### src/rtl/alu_arbiter.sv
// rtl/alu_arbiter.sv - round-robin arbiter sharing one registered ALU among NREQ requesters
//
// Ports:
//   clk         rising-edge clock
//   reset       asynchronous active-low reset
//   req_valid   per-requester operation request          [NREQ]
//   req_ready   per-requester grant, one-hot or zero     [NREQ]
//   req_a/req_b packed operands, requester i at [i*WIDTH +: WIDTH]
//   req_ctrl    packed op select, requester i at [2*i +: 2]
//                 00 add, 01 sub, 10 and, 11 or
//   rsp_valid   response register holds a result
//   rsp_ready   consumer accepts the response
//   rsp_id      requester index owning the response
//   rsp_result  ALU result
//   rsp_flags   {N,Z,C,V}
//   ops_done    wrapping count of response handshakes

module alu_arbiter #(
   parameter int NREQ  = 4,
   parameter int WIDTH = 32
) (
   input  logic                    clk,
   input  logic                    reset,
   input  logic [NREQ-1:0]         req_valid,
   output logic [NREQ-1:0]         req_ready,
   input  logic [NREQ*WIDTH-1:0]   req_a,
   input  logic [NREQ*WIDTH-1:0]   req_b,
   input  logic [NREQ*2-1:0]       req_ctrl,
   output logic                    rsp_valid,
   input  logic                    rsp_ready,
   output logic [$clog2(NREQ)-1:0] rsp_id,
   output logic [WIDTH-1:0]        rsp_result,
   output logic [3:0]              rsp_flags,
   output logic [15:0]             ops_done
);

   localparam int IDW = $clog2(NREQ);
   localparam logic [IDW:0]   L_NREQ = (IDW+1)'(NREQ);
   localparam logic [IDW-1:0] L_LAST = IDW'(NREQ-1);

   logic              r_rsp_valid;
   logic [IDW-1:0]    r_rsp_id;
   logic [WIDTH-1:0]  r_rsp_result;
   logic [3:0]        r_rsp_flags;
   logic [15:0]       r_ops_done;
   logic [IDW-1:0]    r_ptr;

   logic              w_slot_free;
   logic              w_rsp_hs;
   logic              w_accept;
   logic [2*NREQ-1:0] w_dbl;
   logic              w_found;
   logic [IDW-1:0]    w_off;
   logic [IDW:0]      w_gnt_sum;
   logic [IDW-1:0]    w_gnt;
   logic [IDW-1:0]    w_ptr_next;
   logic [WIDTH-1:0]  w_a;
   logic [WIDTH-1:0]  w_b;
   logic [WIDTH-1:0]  w_b_eff;
   logic [1:0]        w_ctrl;
   logic              w_arith;
   logic              w_sub;
   logic [WIDTH:0]    w_sum;
   logic [WIDTH-1:0]  w_result;
   logic [3:0]        w_flags;

   assign w_slot_free = !r_rsp_valid || rsp_ready;
   assign w_rsp_hs    = r_rsp_valid && rsp_ready;

   // Doubling the valid vector and shifting by ptr puts the search order
   // ptr, ptr+1, ... at bit 0, 1, ...  Bits at or above NREQ only repeat
   // earlier positions (or are zero), so scanning all of them and keeping the
   // lowest set bit still yields the first valid requester after ptr.
   assign w_dbl = {req_valid, req_valid} >> r_ptr;

   always_comb begin
      w_found = 1'b0;
      w_off   = '0;
      for (int k = 2*NREQ-1; k >= 0; k--) begin
         if (w_dbl[k]) begin
            w_found = 1'b1;
            w_off   = IDW'(k);
         end
      end
   end

   assign w_gnt_sum = {1'b0, r_ptr} + {1'b0, w_off};

   always_comb begin
      if (w_gnt_sum >= L_NREQ) w_gnt = IDW'(w_gnt_sum - L_NREQ);
      else                     w_gnt = IDW'(w_gnt_sum);
   end

   assign w_ptr_next = (w_gnt == L_LAST) ? '0 : w_gnt + 1'b1;
   assign w_accept   = reset && w_slot_free && w_found;
   assign req_ready  = w_accept ? ({{(NREQ-1){1'b0}}, 1'b1} << w_gnt) : '0;

   // Operand mux and ALU for the granted requester.
   assign w_a     = req_a[w_gnt*WIDTH +: WIDTH];
   assign w_b     = req_b[w_gnt*WIDTH +: WIDTH];
   assign w_ctrl  = req_ctrl[2*w_gnt +: 2];
   assign w_arith = !w_ctrl[1];
   assign w_sub   = (w_ctrl == 2'b01);
   assign w_b_eff = w_sub ? ~w_b : w_b;
   assign w_sum   = {1'b0, w_a} + {1'b0, w_b_eff} + {{WIDTH{1'b0}}, w_sub};

   always_comb begin
      case (w_ctrl)
         2'b10:   w_result = w_a & w_b;
         2'b11:   w_result = w_a | w_b;
         default: w_result = w_sum[WIDTH-1:0];
      endcase
   end

   assign w_flags[3] = w_result[WIDTH-1];
   assign w_flags[2] = (w_result == '0);
   assign w_flags[1] = w_arith && w_sum[WIDTH];
   assign w_flags[0] = w_arith && (w_a[WIDTH-1] == w_b_eff[WIDTH-1])
                               && (w_sum[WIDTH-1] != w_a[WIDTH-1]);

   always_ff @(posedge clk or negedge reset) begin
      if (!reset) begin
         r_rsp_valid  <= 1'b0;
         r_rsp_id     <= '0;
         r_rsp_result <= '0;
         r_rsp_flags  <= '0;
         r_ops_done   <= '0;
         r_ptr        <= '0;
      end else begin
         if (w_accept) begin
            r_rsp_valid  <= 1'b1;
            r_rsp_id     <= w_gnt;
            r_rsp_result <= w_result;
            r_rsp_flags  <= w_flags;
            r_ptr        <= w_ptr_next;
         end else if (w_rsp_hs) begin
            r_rsp_valid  <= 1'b0;
         end
         if (w_rsp_hs) r_ops_done <= r_ops_done + 16'd1;
      end
   end

   assign rsp_valid  = r_rsp_valid;
   assign rsp_id     = r_rsp_id;
   assign rsp_result = r_rsp_result;
   assign rsp_flags  = r_rsp_flags;
   assign ops_done   = r_ops_done;

endmodule

### config.mk
export PLATFORM = sky130hd
export DESIGN_NAME = alu_arbiter
export DESIGN_NICKNAME = d
export VERILOG_FILES = /design/src/rtl/alu_arbiter.sv
export SDC_FILE = /design/constraint.sdc
export NUM_CORES = 1
export LEC_CHECK = 0
export ABC_AREA = 1
export ABC_CLOCK_PERIOD_IN_PS = 9300
export BUFFER_PORTS_ARGS = -buffer_cell sky130_fd_sc_hd__buf_2
export CORE_MARGIN = 3
export CORE_UTILIZATION = 40
export CTS_CLUSTER_DIAMETER = 50
export DETAILED_ROUTE_END_ITERATION = 10
export HOLD_SLACK_MARGIN = 0.08
export MAX_ROUTING_LAYER = met4
export PLACE_DENSITY_LB_ADDON = 0.3
export SYNTH_ARGS = -nofsm -noshare
export SYNTH_HDL_FRONTEND = slang
export SYNTH_SLANG_ARGS = --single-unit
### constraint.sdc
create_clock -name clk -period 9.3 [get_ports clk]
set_input_delay 1.86 -clock clk [delete_from_list [all_inputs] [get_ports clk]]
set_output_delay 1.86 -clock clk [all_outputs]
set_load 0.01 [all_outputs]
==> Word-level counts from Yosys, hierarchy flattened <==
Index checks and enable logic that the tools add are counted.
{ "classes": {"add_sub_neg": 6, "multipliers": 0, "div_mod_pow": 0, "order_cmp": 1, "eq_ne": 6, "shifts": 5, "n_mux": 23, "n_bitwise": 3, "n_reduce_logical": 11} }
{ "op_table": {"columns": ["cell", "n"], "rows": [
  ["128-bit by 8-bit variable part select with 32-bit output", 2],
  ["32-bit one-hot mux with 2 select lines", 1],
  ["32-bit by 32-bit adder with 33-bit output", 1],
  ["33-bit by 1-bit adder with 33-bit output", 1],
  ["32-bit AND", 1],
  ["32-bit zero test", 1],
  ["32-bit 2-to-1 mux", 1],
  ["32-bit NOT", 1],
  ["32-bit OR", 1],
  ["2-bit 2-to-1 mux", 10],
  ["16-bit by 1-bit adder with 16-bit output, second input constant", 1],
  ["1-bit 2-to-1 mux", 10],
  ["8-bit by 4-bit variable part select with 2-bit output", 1],
  ["8-bit by 2-bit >> shifter with 8-bit output", 1],
  ["2-bit equality test, second input constant", 3],
  ["1-bit logical AND", 6],
  ["4-bit 2-to-1 mux", 1],
  ["1-bit by 2-bit left shift with 4-bit output, first input constant", 1],
  ["2-bit by 2-bit adder with 3-bit output", 1],
  ["3-bit greater-or-equal comparator, second input constant", 1],
  ["2-bit by 1-bit adder with 2-bit output, second input constant", 1],
  ["2-bit by 1-bit equality test with 1-bit output, second input constant", 1],
  ["1-bit zero test", 2],
  ["2-bit nonzero test", 1],
  ["other kinds (4)", 4]
]} }
{ "word_totals": {"reg_bits": 57, "latch_bits": 0, "ramBits": 0, "romBits": 0, "input_bits": 271, "output_inout_bits": 59, "word_cells": 61, "memories": 0} }

==> Logic depth before layout (Yosys ltp) <==
{ "logic_depth": {"word_depth": 19, "depth_mapped": 41, "depth_no_buf": 39} }

==> Least setup slack after synthesis <==
No wires, ideal clock.
{ "synth_path": {"path_type": "input-to-reg", "start": "input req_valid[2]", "end": "register r_rsp_flags[2], in the netlist rsp_flags[2]", "setup_ps": 66, "t_arrival_ps": 6394, "t_required_ps": 9234, "path_slack_ps": 2840, "path_stages": 34, "path_buffers": 5, "path_cell_list": "inv_1 nand2_1 nand2_1 o211ai_1 a21oi_1 nor2_1 ha_1 buf_2 clkinv_1 buf_2 buf_2 buf_1 clkbuf_1 nor2_1 o21ai_0 o21ai_0 xor2_1 ha_1 nand2_1 nor4_1 nand3_1 nand3_1 inv_1 o21ai_0 a21oi_1 o21ai_0 nand3_1 nor3_1 nand2_1 nor2_1 nand3_1 nor2_1 nand2_1 nand2_1"} }
{ "synth_via": {"elab_chain_len": 19, "word_cells_on_any_way": 36, "cone_classes": "add/sub: 4; order compare: 1; eq/ne: 3; shift: 4; mux: 19; bitwise: 3; reduce/logical: 2"} }
{ "synth_rtl": {"columns": ["item", "line_no", "text"], "rows": [
  ["start: declaration", "24", "input logic [NREQ-1:0] req_valid,"],
  ["8-bit by 2-bit >> shifter with 8-bit output *", "74", "assign w_dbl = {req_valid, req_valid} >> r_ptr;"],
  ["2-bit 2-to-1 mux (7 in series)", "80", "if (w_dbl[k]) begin"],
  ["2-bit 2-to-1 mux *", "80", null],
  ["2-bit by 2-bit adder with 3-bit output *", "87", "assign w_gnt_sum = {1'b0, r_ptr} + {1'b0, w_off};"],
  ["3-bit greater-or-equal comparator or 2-bit by 1-bit subtractor with 2-bit output (tied branches)", "90", "if (w_gnt_sum >= L_NREQ) w_gnt = IDW'(w_gnt_sum - L_NREQ);"],
  ["2-bit 2-to-1 mux *", "90", null],
  ["net w_gnt[0]", "55", "logic [IDW-1:0] w_gnt;"],
  ["128-bit by 8-bit variable part select with 32-bit output or 8-bit by 4-bit variable part select with 2-bit output (tied branches)", "100, 101", null],
  ["32-bit NOT or 2-bit by 1-bit equality test with 1-bit output (tied branches)", "104, 103", null],
  ["32-bit 2-to-1 mux", "104", "assign w_b_eff = w_sub ? ~w_b : w_b;"],
  ["32-bit by 32-bit adder with 33-bit output", "105", "assign w_sum = {1'b0, w_a} + {1'b0, w_b_eff} + {{WIDTH{1'b0}}, w_sub};"],
  ["33-bit by 1-bit adder with 33-bit output", "105", null],
  ["32-bit one-hot mux with 2 select lines *", "108", "case (w_ctrl)"],
  ["32-bit zero test *", "116", "assign w_flags[2] = (w_result == '0);"],
  ["end signal: assignment", "134", "r_rsp_flags <= w_flags;"],
  ["end: declaration", "44", "logic [3:0] r_rsp_flags;"]
]} }
Mark *: on every way through the listed nets, which the timed path passes. The rest lies on a longest branch.
A chain may end at the register's enable or synchronous reset.

==> Worst setup path after layout <==
{ "layout_path": {"start": "input req_valid[2]", "end": "register r_rsp_flags[2], in the netlist rsp_flags[2]"} }
{ "layout_via": {"elab_chain_len": 19, "word_cells_on_any_way": 36, "cone_classes": "add/sub: 4; order compare: 1; eq/ne: 3; shift: 4; mux: 19; bitwise: 3; reduce/logical: 2"} }
{ "layout_rtl": {"columns": ["item", "line_no"], "rows": [
  ["8-bit by 2-bit >> shifter with 8-bit output *", "74"],
  ["2-bit 2-to-1 mux (8 in series)", "80"],
  ["2-bit by 2-bit adder with 3-bit output", "87"],
  ["3-bit greater-or-equal comparator or 2-bit by 1-bit subtractor with 2-bit output (tied branches)", "90"],
  ["2-bit 2-to-1 mux", "90"],
  ["128-bit by 8-bit variable part select with 32-bit output or 8-bit by 4-bit variable part select with 2-bit output (tied branches)", "100, 101"],
  ["32-bit NOT or 2-bit by 1-bit equality test with 1-bit output (tied branches)", "104, 103"],
  ["32-bit 2-to-1 mux", "104"],
  ["32-bit by 32-bit adder with 33-bit output", "105"],
  ["33-bit by 1-bit adder with 33-bit output", "105"],
  ["32-bit one-hot mux with 2 select lines", "108"],
  ["32-bit zero test", "116"]
]} }
Every way passes the cells marked *; elsewhere a longest branch is shown, timed or not.

==> results by group <==
Placement
  • Post-place instance area: 9792 um^2
  • DP Wirelength: 25.76 mm
  • Number of I/O port buffers: around 330
  • RePlAce Congestion: ~1.0
  • Placed Cells: approximately 2000

Layout
  • Fill cell count: 2166
  • Design area: around 9900 um^2
  • Antenna diodes: 0
  • Commonest non-fill, non-tap cell in the layout: nor2_1
  • # nets final: ~2000
  • Most frequent cells in the layout: nor2_1 (363), buf_2 (329), nand2_1 (318)
  • Layout cells sized above 1: between 20% and 30%
  • Area Growth Syn to Fin: 23.69%
  • Non-Filler Instances: ~2000

Critical path
  • Buf/Inv on CP: 4
  • CP Max Fanout: 46
  • Worst reg2reg endpoint: rsp_flags[2]$_DFFE_PN0P_
  • Most frequent CP cell: nand2_1
  • CP endpoint kind: flip-flop
  • Setup CP Type: in -> reg
  • Crit path launch type: primary input
  • CP max-delay cell: nand2_2
  • Reg2reg setup slack: about 2.8 ns
  • Reg2reg start: r_ptr[0]$_DFFE_PN0P_
  • Slowest stage delay, CP: between 0.6 and 0.7 ns
  • Critical Path AT: 7.80 ns
  • Crit-path leading delay family: simple AND/OR/NAND/NOR gates
  • Cells on worst reg2reg path: 34
  • WP data required: roughly 9.5 ns

Floorplanning
  • Die area: approximately 22000 um^2
  • Die Wd: 147.8 um
  • Rows: slightly above 50
  • Initial Util: between 40% and 50%
  • Core ar.: around 20000 um^2
  • Ports: 330
  • Die H: between 100 and 150 um

Hold path
  • WHS Endpoint: ops_done[15]$_DFFE_PN0P_
  • Hold Path Class: reg -> reg
  • Hold_sp: ops_done[15]$_DFFE_PN0P_
  • Hold Path Depth: 1

Detailed routing
  • 1st-pass router iterations: 5
  • Antenna Nets Post-Route: 0
  • WL/cell: 15.72 um
  • Vias per cell: approximately 5
  • Vias: roughly 9900
  • Drt initial violations: between 600 and 700
  • WL final: 30.76 mm
  • DR DRC count: 0

Synthesis
  • Synthesized cell area: between 8000 and 9000 um^2
  • Post-synth top area cell: dfrtp_1
  • Top-area cell type share of the netlist area: between 15 and 20%
  • Synth top area cells: dfrtp_1 (17%), nor2_1 (17%), nand2_1 (15%), ha_1 (5.8%), inv_1 (5.6%)
  • Yosys reg bits: between 50 and 60
  • Synth Area per Inst: 5.710 um^2
  • Sequential area share after synthesis: ~17%
  • Yosys cell types: 46
  • Yosys warns: 0
  • Net Count, Synth: approximately 1700
  • Post-Syn Instances: around 1400

Timing
  • FMAX: around 130 MHz
  • Tmin final: ~7.6 ns
  • Final TNS setup: 0 ns
  • Endpoints failing hold: 0
  • RSZ-0062 raised after global routing: false
  • Setup Skew: roughly 0.0052 ns
  • Worst-Margin Slew: 1.072 ns
  • Setup Viol. Count Final: 0
  • Slew Viols, Final: 0
  • Slew HR: ~28%
  • Period utilization: 81.29%

Clock tree
  • Setup Buffers After CTS: 0
  • CTS tree: built
  • CTS Buf Count: 5
  • Clock Latency Late Sink: approximately 0.3 ns
  • Clock Sinks: between 50 and 60
  • Root Driver: clkbuf_16
  • CTS clk-pin slew, worst paths: about 0.07 ns
  • Longest Clk Path Bufs: 2
  • Hold_buf cts: 0
  • H-tree Lvls: 2
  • Post-CTS resize count: 0

Global routing
  • Initial antenna violation count: 0
  • Pin count of the biggest net entering global routing: 100
  • First-pass GRT wire length: about 47 mm
  • Number of global-route vias before repair: 9150
  • GRT Total Usage: 27.70%
  • Grt ovf: 0

Status
  • Status: finished, final reports clean

Job
  • Max-cap violations: 0
==> routing by layer <==
layer | vias to the layer above | wire length (um) | track usage, %
li1 | 5104 | - | -
met1 | 4441 | 13700 | 36.67
met2 | 351 | 14190 | 45.08
met3 | 37 | 2166 | 3.740
met4 | 0 | 700 | 6.803
met5 | - | 0 | -
==> cell type report <==
type,count,area (um^2),area share [%]
sequential,56,1401,14.09
timing repair buffer,337,1707,17.16
clock inverter,3,27.53,0.2768
tap,265,331.6,3.334
clock buffer,5,125.1,1.258
multi-input combinational,1166,5884,59.17
inverter,124,467.9,4.706
==> worst reg2reg max path: cells and delay by family (launching register included) <==
family | cells | cell delay, ns
simple gates | 21 | 3.51
compound gates | 6 | 1.04
fa+ha+maj | 2 | 0.55
xor+xnor | 2 | 0.52
flops | 1 | 0.48
buf+inv | 3 | 0.30
==> synth_stat cells (all sizes together) <==
| master | number |
|---|---|
| o31ai | 12 |
| buf | 35 |
| o21ai | 102 |
| or2 | 21 |
| o221a | 1 |
| nor3 | 12 |
| o22ai | 1 |
| a21boi | 1 |
| xor2 | 36 |
| fa | 1 |
| inv | 123 |
| ha | 37 |
| a21o | 4 |
| a31oi | 18 |
| clkinv | 1 |
| and2 | 1 |
| o41ai | 1 |
| clkbuf | 27 |
| a21oi | 49 |
| a221oi | 2 |
| nand4 | 5 |
| nand3b | 6 |
| o21a | 8 |
| xnor2 | 21 |
| mux2 | 1 |
| nor2 | 365 |
| o211ai | 25 |
| mux2i | 16 |
| dfrtp | 56 |
| o21bai | 3 |
| nand2 | 331 |
| nor4 | 3 |
| nand2b | 1 |
| nand3 | 82 |
==> state kept, by name, summed over array words and instances (netlist names) <==
name and cells:
ops_done 16, r_ptr 2, rsp_flags 3, rsp_id 2, rsp_result 32, rsp_valid 1
==> per-stage QoR <==
step	hold slack (ns)	setup WS, ns	utilization [%]
after detailed placement	0.4609	1.488	49.98
after global routing	0.4908	1.072	50.76
after CTS	0.4718	1.791	50.76
after global placement	0.4569	1.590	49.98
final	0.4633	1.740	50.76
after floorplan	0.5073	2.840	-
==> logic make-up (layout without fill, tap and decap cells) <==
| family | Yosys count | after routing | share of synthesized area (%) |
|---|---|---|---|
| compound gates | 227 | 227 | 16.53 |
| xor+xnor | 57 | 57 | 6.209 |
| fa+ha+maj | 38 | 38 | 6.007 |
| buf+inv | 186 | 469 | 9.602 |
| flops | 56 | 56 | 17.43 |
| mux | 17 | 17 | 2.132 |
| simple gates | 827 | 827 | 42.09 |
==> worst max-delay path by stage <==
stage / startpoint / to / slack (ns) / depth (start not counted)
global placement: req_valid[2] / rsp_flags[2]$_DFFE_PN0P_ / 1.59 / 37
global route: req_valid[2] / rsp_flags[2]$_DFFE_PN0P_ / 1.07 / 36
CTS: req_valid[2] / rsp_flags[2]$_DFFE_PN0P_ / 1.79 / 35
detailed placement: req_valid[2] / rsp_flags[2]$_DFFE_PN0P_ / 1.49 / 37
finish: req_valid[2] / rsp_flags[2]$_DFFE_PN0P_ / 1.74 / 35
floorplan: req_valid[2] / rsp_flags[2]$_DFFE_PN0P_ / 2.84 / 34
Power is left out: the tool's default activity adds up to more than one toggle a clock period on the data nets, which glitch-free logic cannot reach.
